File: src/rtl/lb_wfifo.sv
// Small synchronous FIFO for deferred sequencer writes.
// The head entry is visible on dout while the FIFO is non-empty.
// Push and pop may both occur in the same cycle, including when the FIFO is full.
module lb_wfifo #(
    parameter int width = 49,
    parameter int aw    = 2
) (
    input  logic             clk,
    input  logic             rst_n,
    input  logic             push,
    input  logic             pop,
    input  logic [width-1:0] din,
    output logic [width-1:0] dout,
    output logic [aw:0]      level,
    output logic             full,
    output logic             empty
);

    localparam int DEPTH = 1 << aw;
    localparam logic [aw-1:0] PTR_ONE = 1;
    localparam logic [aw:0]   LVL_ONE = 1;

    logic [width-1:0] mem_q [DEPTH];
    logic [aw-1:0]    wr_ptr_q;
    logic [aw-1:0]    rd_ptr_q;
    logic [aw:0]      level_q;
    logic             push_ok;
    logic             pop_ok;

    // Level never exceeds DEPTH, so its top bit alone flags a full FIFO.
    assign full    = level_q[aw];
    assign empty   = (level_q == '0);
    assign level   = level_q;
    assign dout    = mem_q[rd_ptr_q];

    // Push is accepted when a slot is free or one is freed in the same cycle.
    // Pop is accepted only when there is an entry to remove.
    assign pop_ok  = pop && !empty;
    assign push_ok = push && (!full || pop_ok);

    // Storage, pointers and occupancy.
    always_ff @(posedge clk or negedge rst_n) begin
        if (!rst_n) begin
            for (int i = 0; i < DEPTH; i++) begin
                mem_q[i] <= '0;
            end
            wr_ptr_q <= '0;
            rd_ptr_q <= '0;
            level_q  <= '0;
        end else begin
            if (push_ok) begin
                mem_q[wr_ptr_q] <= din;
                wr_ptr_q        <= wr_ptr_q + PTR_ONE;
            end
            if (pop_ok) begin
                rd_ptr_q <= rd_ptr_q + PTR_ONE;
            end
            case ({push_ok, pop_ok})
                2'b10:   level_q <= level_q + LVL_ONE;
                2'b01:   level_q <= level_q - LVL_ONE;
                default: level_q <= level_q;
            endcase
        end
    end

endmodule

File: src/rtl/lb_write_merge.sv
// Merges host writes (priority) and sequencer writes (deferrable) onto one
// registered local-bus write port. Sequencer writes that lose arbitration
// wait in a small FIFO. They are dropped only when that FIFO is full, and
// each drop is counted.
module lb_write_merge #(
    parameter int aw      = 17,
    parameter int dw      = 32,
    parameter int fifo_aw = 2,
    parameter int cw      = 8
) (
    input  logic               clk,
    input  logic               rst_n,
    input  logic [dw-1:0]      host_data,
    input  logic [aw-1:0]      host_addr,
    input  logic               host_write,
    input  logic [dw-1:0]      seq_data,
    input  logic [aw-1:0]      seq_addr,
    input  logic               seq_write,
    input  logic               overflow_clr,
    output logic [dw-1:0]      lbo_data,
    output logic [aw-1:0]      lbo_addr,
    output logic               lbo_write,
    output logic [fifo_aw:0]   fifo_level,
    output logic               overflow,
    output logic [cw-1:0]      overflow_count
);

    typedef enum logic [1:0] {
        SEL_IDLE,
        SEL_HOST,
        SEL_FIFO,
        SEL_BYP
    } sel_e;

    localparam logic [cw-1:0] CNT_MAX = '1;
    localparam logic [cw-1:0] CNT_ONE = 1;

    sel_e              sel;
    logic              fifo_push;
    logic              fifo_pop;
    logic              fifo_full;
    logic              fifo_empty;
    logic [aw+dw-1:0]  fifo_head;
    logic              drop;

    logic [dw-1:0]     lbo_data_q, lbo_data_d;
    logic [aw-1:0]     lbo_addr_q, lbo_addr_d;
    logic              lbo_write_q, lbo_write_d;
    logic              overflow_q;
    logic [cw-1:0]     overflow_count_q, overflow_count_d;

    lb_wfifo #(
        .width (aw + dw),
        .aw    (fifo_aw)
    ) u_wfifo (
        .clk   (clk),
        .rst_n (rst_n),
        .push  (fifo_push),
        .pop   (fifo_pop),
        .din   ({seq_addr, seq_data}),
        .dout  (fifo_head),
        .level (fifo_level),
        .full  (fifo_full),
        .empty (fifo_empty)
    );

    // Arbitration: host first, then the queued backlog. A direct sequencer
    // bypass is allowed only with an empty FIFO, which keeps sequencer order.
    always_comb begin
        sel = SEL_IDLE;
        if (host_write) begin
            sel = SEL_HOST;
        end else if (!fifo_empty) begin
            sel = SEL_FIFO;
        end else if (seq_write) begin
            sel = SEL_BYP;
        end
    end

    // FIFO control. A sequencer write that is not bypassed is queued. It is
    // dropped only if the FIFO is full and the head is not leaving this
    // cycle, which can happen only while the host holds the bus.
    always_comb begin
        fifo_pop  = (sel == SEL_FIFO);
        fifo_push = seq_write && (sel != SEL_BYP) && (!fifo_full || fifo_pop);
        drop      = seq_write && host_write && fifo_full;
    end

    // Next output beat. Idle cycles drive zeros so no stale values stay on the bus.
    always_comb begin
        lbo_write_d = 1'b0;
        lbo_addr_d  = '0;
        lbo_data_d  = '0;
        case (sel)
            SEL_HOST: begin
                lbo_write_d = 1'b1;
                lbo_addr_d  = host_addr;
                lbo_data_d  = host_data;
            end
            SEL_FIFO: begin
                lbo_write_d = 1'b1;
                lbo_addr_d  = fifo_head[aw+dw-1:dw];
                lbo_data_d  = fifo_head[dw-1:0];
            end
            SEL_BYP: begin
                lbo_write_d = 1'b1;
                lbo_addr_d  = seq_addr;
                lbo_data_d  = seq_data;
            end
            default: begin
                lbo_write_d = 1'b0;
            end
        endcase
    end

    // Drop counter. It saturates instead of wrapping. A clear in the same
    // cycle as a drop still records that drop.
    always_comb begin
        overflow_count_d = overflow_count_q;
        if (overflow_clr) begin
            overflow_count_d = drop ? CNT_ONE : '0;
        end else if (drop && (overflow_count_q != CNT_MAX)) begin
            overflow_count_d = overflow_count_q + CNT_ONE;
        end
    end

    // Output and overflow registers.
    always_ff @(posedge clk or negedge rst_n) begin
        if (!rst_n) begin
            lbo_write_q      <= 1'b0;
            lbo_addr_q       <= '0;
            lbo_data_q       <= '0;
            overflow_q       <= 1'b0;
            overflow_count_q <= '0;
        end else begin
            lbo_write_q      <= lbo_write_d;
            lbo_addr_q       <= lbo_addr_d;
            lbo_data_q       <= lbo_data_d;
            overflow_q       <= drop;
            overflow_count_q <= overflow_count_d;
        end
    end

    assign lbo_write      = lbo_write_q;
    assign lbo_addr       = lbo_addr_q;
    assign lbo_data       = lbo_data_q;
    assign overflow       = overflow_q;
    assign overflow_count = overflow_count_q;

endmodule

File: config.mk
export PLATFORM = sky130hd
export DESIGN_NAME = lb_write_merge
export DESIGN_NICKNAME = d
export VERILOG_FILES = /design/src/rtl/lb_wfifo.sv /design/src/rtl/lb_write_merge.sv
export SDC_FILE = /design/constraint.sdc
export NUM_CORES = 1
export LEC_CHECK = 0
export ABC_AREA = 0
export BUFFER_PORTS_ARGS = -buffer_cell sky130_fd_sc_hd__buf_4
export CORE_ASPECT_RATIO = 1.2
export CORE_UTILIZATION = 40
export CTS_BUF_LIST = sky130_fd_sc_hd__clkbuf_8
export CTS_CLUSTER_SIZE = 30
export DETAILED_ROUTE_END_ITERATION = 8
export PLACE_DENSITY = 0.65
export REMOVE_ABC_BUFFERS = 1
export SLEW_MARGIN = 0
export SYNTH_ARGS = -nofsm -noshare
export SYNTH_HDL_FRONTEND = slang
export SYNTH_SLANG_ARGS = --single-unit
export TNS_END_PERCENT = 30
File: constraint.sdc
create_clock -name clk -period 2.9 [get_ports clk]
set_input_delay 0.435 -clock clk [delete_from_list [all_inputs] [get_ports clk]]
set_output_delay 0.435 -clock clk [all_outputs]
set_load 0.005 [all_outputs]
== Word level (Yosys, flattened, before mapping) ==
Cells that the tools add are included.

* Register bits: 262
* Input port bits: 103
* Output and inout bits: 62
* Word-level logic and storage cells: 61

* Add/sub/neg operators: 5
* Magnitude comparators: 3
* Equality and inequality tests: 7
* Multiplexer cells: 16
* Bitwise gates (word level): 2
* Reductions and logical operators: 16

{| class="wikitable"
|+ Operators with widths
! operator !! count
|-
| 196-bit bitwise mux || 1
|-
| 49-bit 2-to-1 mux || 3
|-
| 49-bit binary-select mux with 2-bit select || 1
|-
| 49-bit demux with 2-bit select || 1
|-
| 32-bit case mux with 3 select lines || 1
|-
| 17-bit case mux with 3 select lines || 1
|-
| 8-bit 2-to-1 mux || 2
|-
| 8-bit by 1-bit adder with 8-bit output, second input constant || 1
|-
| 1-bit logical AND || 8
|-
| 8-bit != test, second input constant || 1
|-
| 2-bit equality test, second input constant || 3
|-
| 3-bit greater-or-equal comparator, second input constant || 2
|-
| 2-bit 2-to-1 mux || 3
|-
| 2-bit NOT with 3-bit output || 2
|-
| 3-bit case mux with 2 select lines || 1
|-
| 2-bit by 1-bit adder with 2-bit output, second input constant || 2
|-
| 2-bit by 1-bit equality test with 1-bit output, second input constant || 2
|-
| 2-bit nonzero test || 2
|-
| 3-bit by 1-bit adder with 3-bit output, second input constant || 1
|-
| 3-bit logical NOT || 1
|-
| 3-bit by 1-bit less-than comparator with 1-bit output, second input constant || 1
|-
| 3-bit OR reduction || 1
|-
| 3-bit by 1-bit subtractor with 3-bit output, second input constant || 1
|-
| 1-bit logical NOT || 2
|-
| other kinds (3) || 5
|}

== Depth between registers and ports, before layout ==
* Depth in word-level cells: 9
* Gate-level depth with buffers: 10
* Gate-level depth less buffers: 9

== Cells and area by module ==
From an unflattened synthesis, not the netlist that was laid out.

* Cell total of the unflattened synthesis: 843
* Area total of the unflattened synthesis: 11955.2 µm²

{| class="wikitable"
|+ Modules (own cells, without submodules)
! module !! times used !! cells an instance !! area each (µm²) !! seq. area each (µm²)
|-
| lb_wfifo || 1 || 514 || 9018.6 || 5079.9
|-
| lb_write_merge || 1 || 329 || 2936.6 || 1476.4
|}

== Least setup slack after synthesis ==
No wires, ideal clock.

* Path kind: in2reg
* From: in host_write
* To: reg u_wfifo.level_q[2] (netlist: u_wfifo.level[2])
* Setup time: 0.079 ns
* Arrival time: 2.190 ns
* Required time: 2.821 ns
* Slack: 0.630 ns
* Stages on the path: 9
* Path buffers: 2
* Cells stage by stage: buf_2 -> nor2_1 -> clkbuf_1 -> ha_1 -> inv_1 -> fa_1 -> xor2_1 -> nor2_1 -> xor2_1

* Word-level cells in the longest chain between the ends: 7
* Elaborated cells on any way between the ends: 13
* Classes of those cells: 4 x eq/ne; 2 x mux; 7 x reduce/logical

{| class="wikitable"
|+ Ends and longest elaborated chain
! item !! RTL line !! source
|-
| from (decl) || lb_write_merge.sv:15 || <nowiki>input logic host_write,</nowiki>
|-
| 2-bit 2-to-1 mux * || lb_write_merge.sv:71 || <nowiki>if (host_write) begin</nowiki>
|-
| 2-bit equality test * || lb_write_merge.sv:84 || <nowiki>fifo_pop = (sel == SEL_FIFO);</nowiki>
|-
| 1-bit logical AND * || lb_wfifo.sv:38 || <nowiki>assign pop_ok = pop && !empty;</nowiki>
|-
| net u_wfifo.pop_ok || lb_wfifo.sv:28 || <nowiki>logic pop_ok;</nowiki>
|-
| 1-bit logical OR || lb_wfifo.sv:39 || <nowiki>assign push_ok = push && (!full || pop_ok);</nowiki>
|-
| 1-bit logical AND || lb_wfifo.sv:39 ||
|-
| 2-bit by 1-bit equality test with 1-bit output or 2-bit equality test (tied branches) || lb_wfifo.sv:58 || <nowiki>case ({push_ok, pop_ok})</nowiki>
|-
| 3-bit case mux with 2 select lines or 2-bit nonzero test (tied branches) || n/a ||
|-
| to (signal assigned) || lb_wfifo.sv:59 || <nowiki>2'b10: level_q <= level_q + LVL_ONE;</nowiki>
|-
| to (signal assigned) || lb_wfifo.sv:60 || <nowiki>2'b01: level_q <= level_q - LVL_ONE;</nowiki>
|-
| to (signal assigned) || lb_wfifo.sv:61 || <nowiki>default: level_q <= level_q;</nowiki>
|-
| to (decl) || lb_wfifo.sv:26 || <nowiki>logic [aw:0] level_q;</nowiki>
|}

The timed path passes the listed nets; every way through them passes the cells marked *.
A chain may end at the register's enable or synchronous reset.

== Worst setup path after layout ==
* From: reg u_wfifo.level_q[2] (netlist: u_wfifo.level[2])
* To: reg u_wfifo.mem_q[36] (netlist bit)

* Word-level cells in the longest chain between the ends: 7
* Elaborated cells on any way between the ends: 13
* Classes of those cells: 2 x eq/ne; 2 x mux; 9 x reduce/logical

{| class="wikitable"
|+ Ends and longest elaborated chain
! item !! RTL line !! source
|-
| 3-bit logical NOT || lb_wfifo.sv:32 || <nowiki>assign empty = (level_q == '0);</nowiki>
|-
| 2-bit 2-to-1 mux || lb_write_merge.sv:73 || <nowiki>end else if (!fifo_empty) begin</nowiki>
|-
| 2-bit 2-to-1 mux || lb_write_merge.sv:71 ||
|-
| 2-bit != test or 2-bit equality test (tied branches) || lb_write_merge.sv:85, lb_write_merge.sv:84 ||
|-
| 1-bit logical AND, or another cell as far along || lb_write_merge.sv:85 || <nowiki>fifo_push = seq_write && (sel != SEL_BYP) && (!fifo_full || fifo_pop);</nowiki>
|-
| 1-bit logical AND or 1-bit logical OR (tied branches) || lb_write_merge.sv:85, lb_wfifo.sv:39 ||
|-
| 1-bit logical AND * || lb_wfifo.sv:39 ||
|-
| to (signal, indexed assignment) || lb_wfifo.sv:52 || <nowiki>mem_q[wr_ptr_q] <= din;</nowiki>
|-
| to (decl) || lb_wfifo.sv:23 || <nowiki>logic [width-1:0] mem_q [DEPTH];</nowiki>
|}

Mark *: on every way between the ends. The rest lies on a longest branch, timed or not.

==> key figures <==
Die
  – Horiz. Die Dim: about 160 um
  – Core ar.: 28080 um2
  – Die outline area: approximately 30000 um2
  – Core Rows: 67
  – Initial Utilization: about two fifths
  – Num ports: between 150 and 200
  – Die Ht: about 190 um

STA
  – Min Tclk post-route: ~2.3 ns
  – Final hold vios: 0
  – Final clock skew: between 0.015 and 0.02 ns
  – Peak Freq: ~440 MHz
  – Slew @ Worst Pin: between 0.7 and 0.8 ns
  – Period utilization: approximately 80%
  – Final slew viol count: 0
  – Final setup TNS: 0 ns
  – Unrepaired setup endpoints after global routing: no
  – Final setup fails: 0
  – Post-route setup slack: roughly 0.64 ns
  – Max transition margin: about half

Placed design
  – Placed instance area: 13230 um2
  – Number of port buffers: 164
  – Routability congestion estimate: between 0.7 and 0.8
  – DP Worst Slack: 0.5525 ns
  – DP HPWL: about 16000 um

Clocking
  – PostCTS Resize Cnt: 0
  – Clock sinks: about 260
  – CTS Buf Count: 45
  – Clock buffer depth: 3
  – Clk root buf: clkbuf_8
  – H-Tree Level Count: 2
  – CTS tree: built
  – Reg clk slew, reported paths: about 0.060 ns
  – Later-pin clock latency in the skew report: roughly 0.53 ns

Logic synthesis
  – Syn_area_per_cell: ~16 um2
  – Sequential-to-total area share from yosys stat: between 50% and 60%
  – Yosys warns: 0
  – Synth cell types: 36
  – Top_reg_cell synth: dfrtp_1
  – Post-synth EDFFs: 0
  – Fraction of registers with async set or reset after synthesis: 100.0%
  – Mapped Area: 11460 um2
  – Synth Instances: 728
  – Yosys reg bits: around 260

Hold path
  – WHS Path Cells: 3
  – Worst min path class: in2reg
  – Worst Hold Launch: host_addr[14]
  – Hold endpoint: lbo_addr[14]$_DFF_PN0_

Power and ir drop
  – Switching part of the total power: 28.77%
  – Sequential Power Share: 42.1%
  – Power, Total: 0.01506 W
  – Power per cell area: 1070 nW/um2
  – LEAKAGE: ~6.6 nW
  – Max rail drop VDD: roughly 540 uV
  – NetSw: between 0.004 and 0.005 W
  – Internal power: ~0.011 W
  – Clk pwr share: around a fifth
  – Logic pwr share: a little under two fifths

Final layout
  – Reg area: between 6000 and 7000 um2
  – Share of layout cells above drive strength 1: 53.30%
  – Area of the multi-input gates: around 4400 um2
  – Design area: about 14000 um2
  – Fillers: 2459
  – Layout Utilization: between 50 and 60%
  – Syn-to-layout area delta: 22.80%
  – # diodes: 0
  – Final #Nets: about 1000

Worst setup path
  – Crit Reg-Reg Endpoint: u_wfifo.mem_q[36]$_DFFE_PN0P_
  – CP Max Fanout: 25
  – Crit path largest cell delay: around 0.58 ns
  – CP Launch Type: flop
  – Internal reg-to-reg setup slack: between 0.6 and 0.7 ns
  – Arrival time at the worst endpoint: ~2.7 ns
  – Worst setup path class: reg2reg
  – Crit path cell chain: nor4_2, a211oi_4, nand2_4, buf_12, mux2_4
  – Slowest CP cell: a211oi_4
  – Setup crit end kind: flop
  – FF-to-FF path depth: 5
  – Critical Path RT: between 3 and 4 ns
  – Reg-to-reg startpoint: u_wfifo.level[2]$_DFFE_PN0P_

Route
  – DRT iter0 DRCs: ~430
  – Vias per inst: approximately 5.3
  – Drt drc: 0
  – Drt pass-1 iters: 9
  – Routed WL: roughly 26000 um
  – DR WL/cell: about 20 um
  – Vias: approximately 6900
  – Routed Antenna Nets: 0

Global routing
  – First-pass GRT wire length: between 40000 and 50000 um
  – Largest net degree at the start of global routing: roughly 90
  – Initial antenna violation count: 0
  – Vias in the first global route: between 7000 and 8000
  – Total GRT Usage: between 10% and 20%
  – Remaining Overflow, GRT: 0

Job
  – Number of max-cap violations: 0

Status
  – Outcome: finished clean
logic make-up after synthesis:
family                     synth area share, %
muxes                                    30.47
DFF                                      57.22
AOI/OAI and AO/OA                        5.034
buffers and inverters                    4.280
and+or+nand+nor                          1.561
xor gates and xnor gates                0.6115
adders and majority gates               0.8299
worst max-delay path, delay by kind of cell, from the launching register on:
kind                   cells  cell delay [ns]
AOI/OAI and AO/OA          1             0.58
buffers and inverters      1             0.28
DFF                        1             0.50
muxes                      1             0.30
and+or+nand+nor            2             0.45
timing repair:
action,CTS,global route
setup buffers,0,0
hold buffers,1,0
hold endpoints to repair,84,0
worst max-delay path by stage:
| stage | to | start | depth (start not counted) |
|---|---|---|---|
| after global placement | u_wfifo.level[2]$_DFFE_PN0P_ | host_write | 10 |
| final | u_wfifo.mem_q[36]$_DFFE_PN0P_ | u_wfifo.level[2]$_DFFE_PN0P_ | 5 |
| after detailed placement | u_wfifo.level[2]$_DFFE_PN0P_ | host_write | 10 |
| after global routing | u_wfifo.level[2]$_DFFE_PN0P_ | u_wfifo.level[1]$_DFFE_PN0P_ | 9 |
| after floorplan | u_wfifo.level[2]$_DFFE_PN0P_ | u_wfifo.level[2]$_DFFE_PN0P_ | 8 |
| after CTS | u_wfifo.level[2]$_DFFE_PN0P_ | u_wfifo.level[1]$_DFFE_PN0P_ | 9 |
flip-flops by register name (all words and copies together) (netlist names):
register / cells
lbo_addr: 17
lbo_data: 32
lbo_write: 1
overflow: 1
overflow_count: 8
u_wfifo.level: 3
u_wfifo.mem_q: 196
u_wfifo.rd_ptr_q: 2
u_wfifo.wr_ptr_q: 2
layout by cell type (no fill, tap or decap), types with 4 or more instances in the layout:
cell type and count:
a222oi_1 48, ha_1 6, mux2_4 40, dfrtp_1 260, mux4_2 49, xor2_1 5
mux2_2 156, buf_12 10, nor2_1 8, nand2_1 8, buf_4 177, clkbuf_8 50
o21ai_0 4, nand2_4 4, inv_1 72
layout make-up:
type / count / share of cell area, %
flip-flops and latches: 262 / 46.63
well taps: 379 / 3.370
multi-input cells: 359 / 31.56
clock buffers: 50 / 4.891
repair buffers: 189 / 11.04
clock inverters: 22 / 1.014
inverters: 56 / 1.494
per-layer routing:
metal | wire [um] | global-route usage, % | part of all wire (%)
met1 | 11060 | 24.50 | 43
met2 | 12800 | 29.93 | 50
met3 | 1435 | 3.383 | 5.6
met4 | 395 | 5.053 | 1.5
met5 | 0 | 0 | 0
power by group through the flow:
stage	combinational (W)	clock (W)	sequential [W]
2_1_floorplan	0.00379	0	0.00633
3_3_place_gp	0.00553	0	0.00632
3_5_place_dp	0.00567	0	0.00638
4_1_cts	0.00567	0.00328	0.00633
5_1_grt	0.00603	0.00345	0.00656
6_report	0.00557	0.00315	0.00634
cell usage after synthesis, drive strengths merged (2+ instances only):
cell type / instances / area share (%)
dfrtp: 262 / 57
mux2: 196 / 21
inv: 56 / 1.8
mux4: 49 / 9.6
a222oi: 48 / 4.2
buf: 31 / 1.8
clkbuf: 20 / 0.66
nand2: 12 / 0.48
nor2: 9 / 0.29
ha: 6 / 0.66
xor2: 5 / 0.38
o21ai: 4 / 0.17
mux2i: 3 / 0.26
nand3: 3 / 0.13
nor3: 3 / 0.13
xnor2: 3 / 0.23
a21oi: 2 / 0.087
nand2b: 2 / 0.11
o211ai: 2 / 0.13
through the flow:
step           std cells  hold WS (ns)
6_report            1317        0.1394
3_3_place_gp        1244        0.4813
5_1_grt             1317        0.1095
2_1_floorplan        677        0.1394
4_1_cts             1317       0.09738
3_5_place_dp        1244        0.4872
Note: power is estimated with default switching activity, not from simulation.
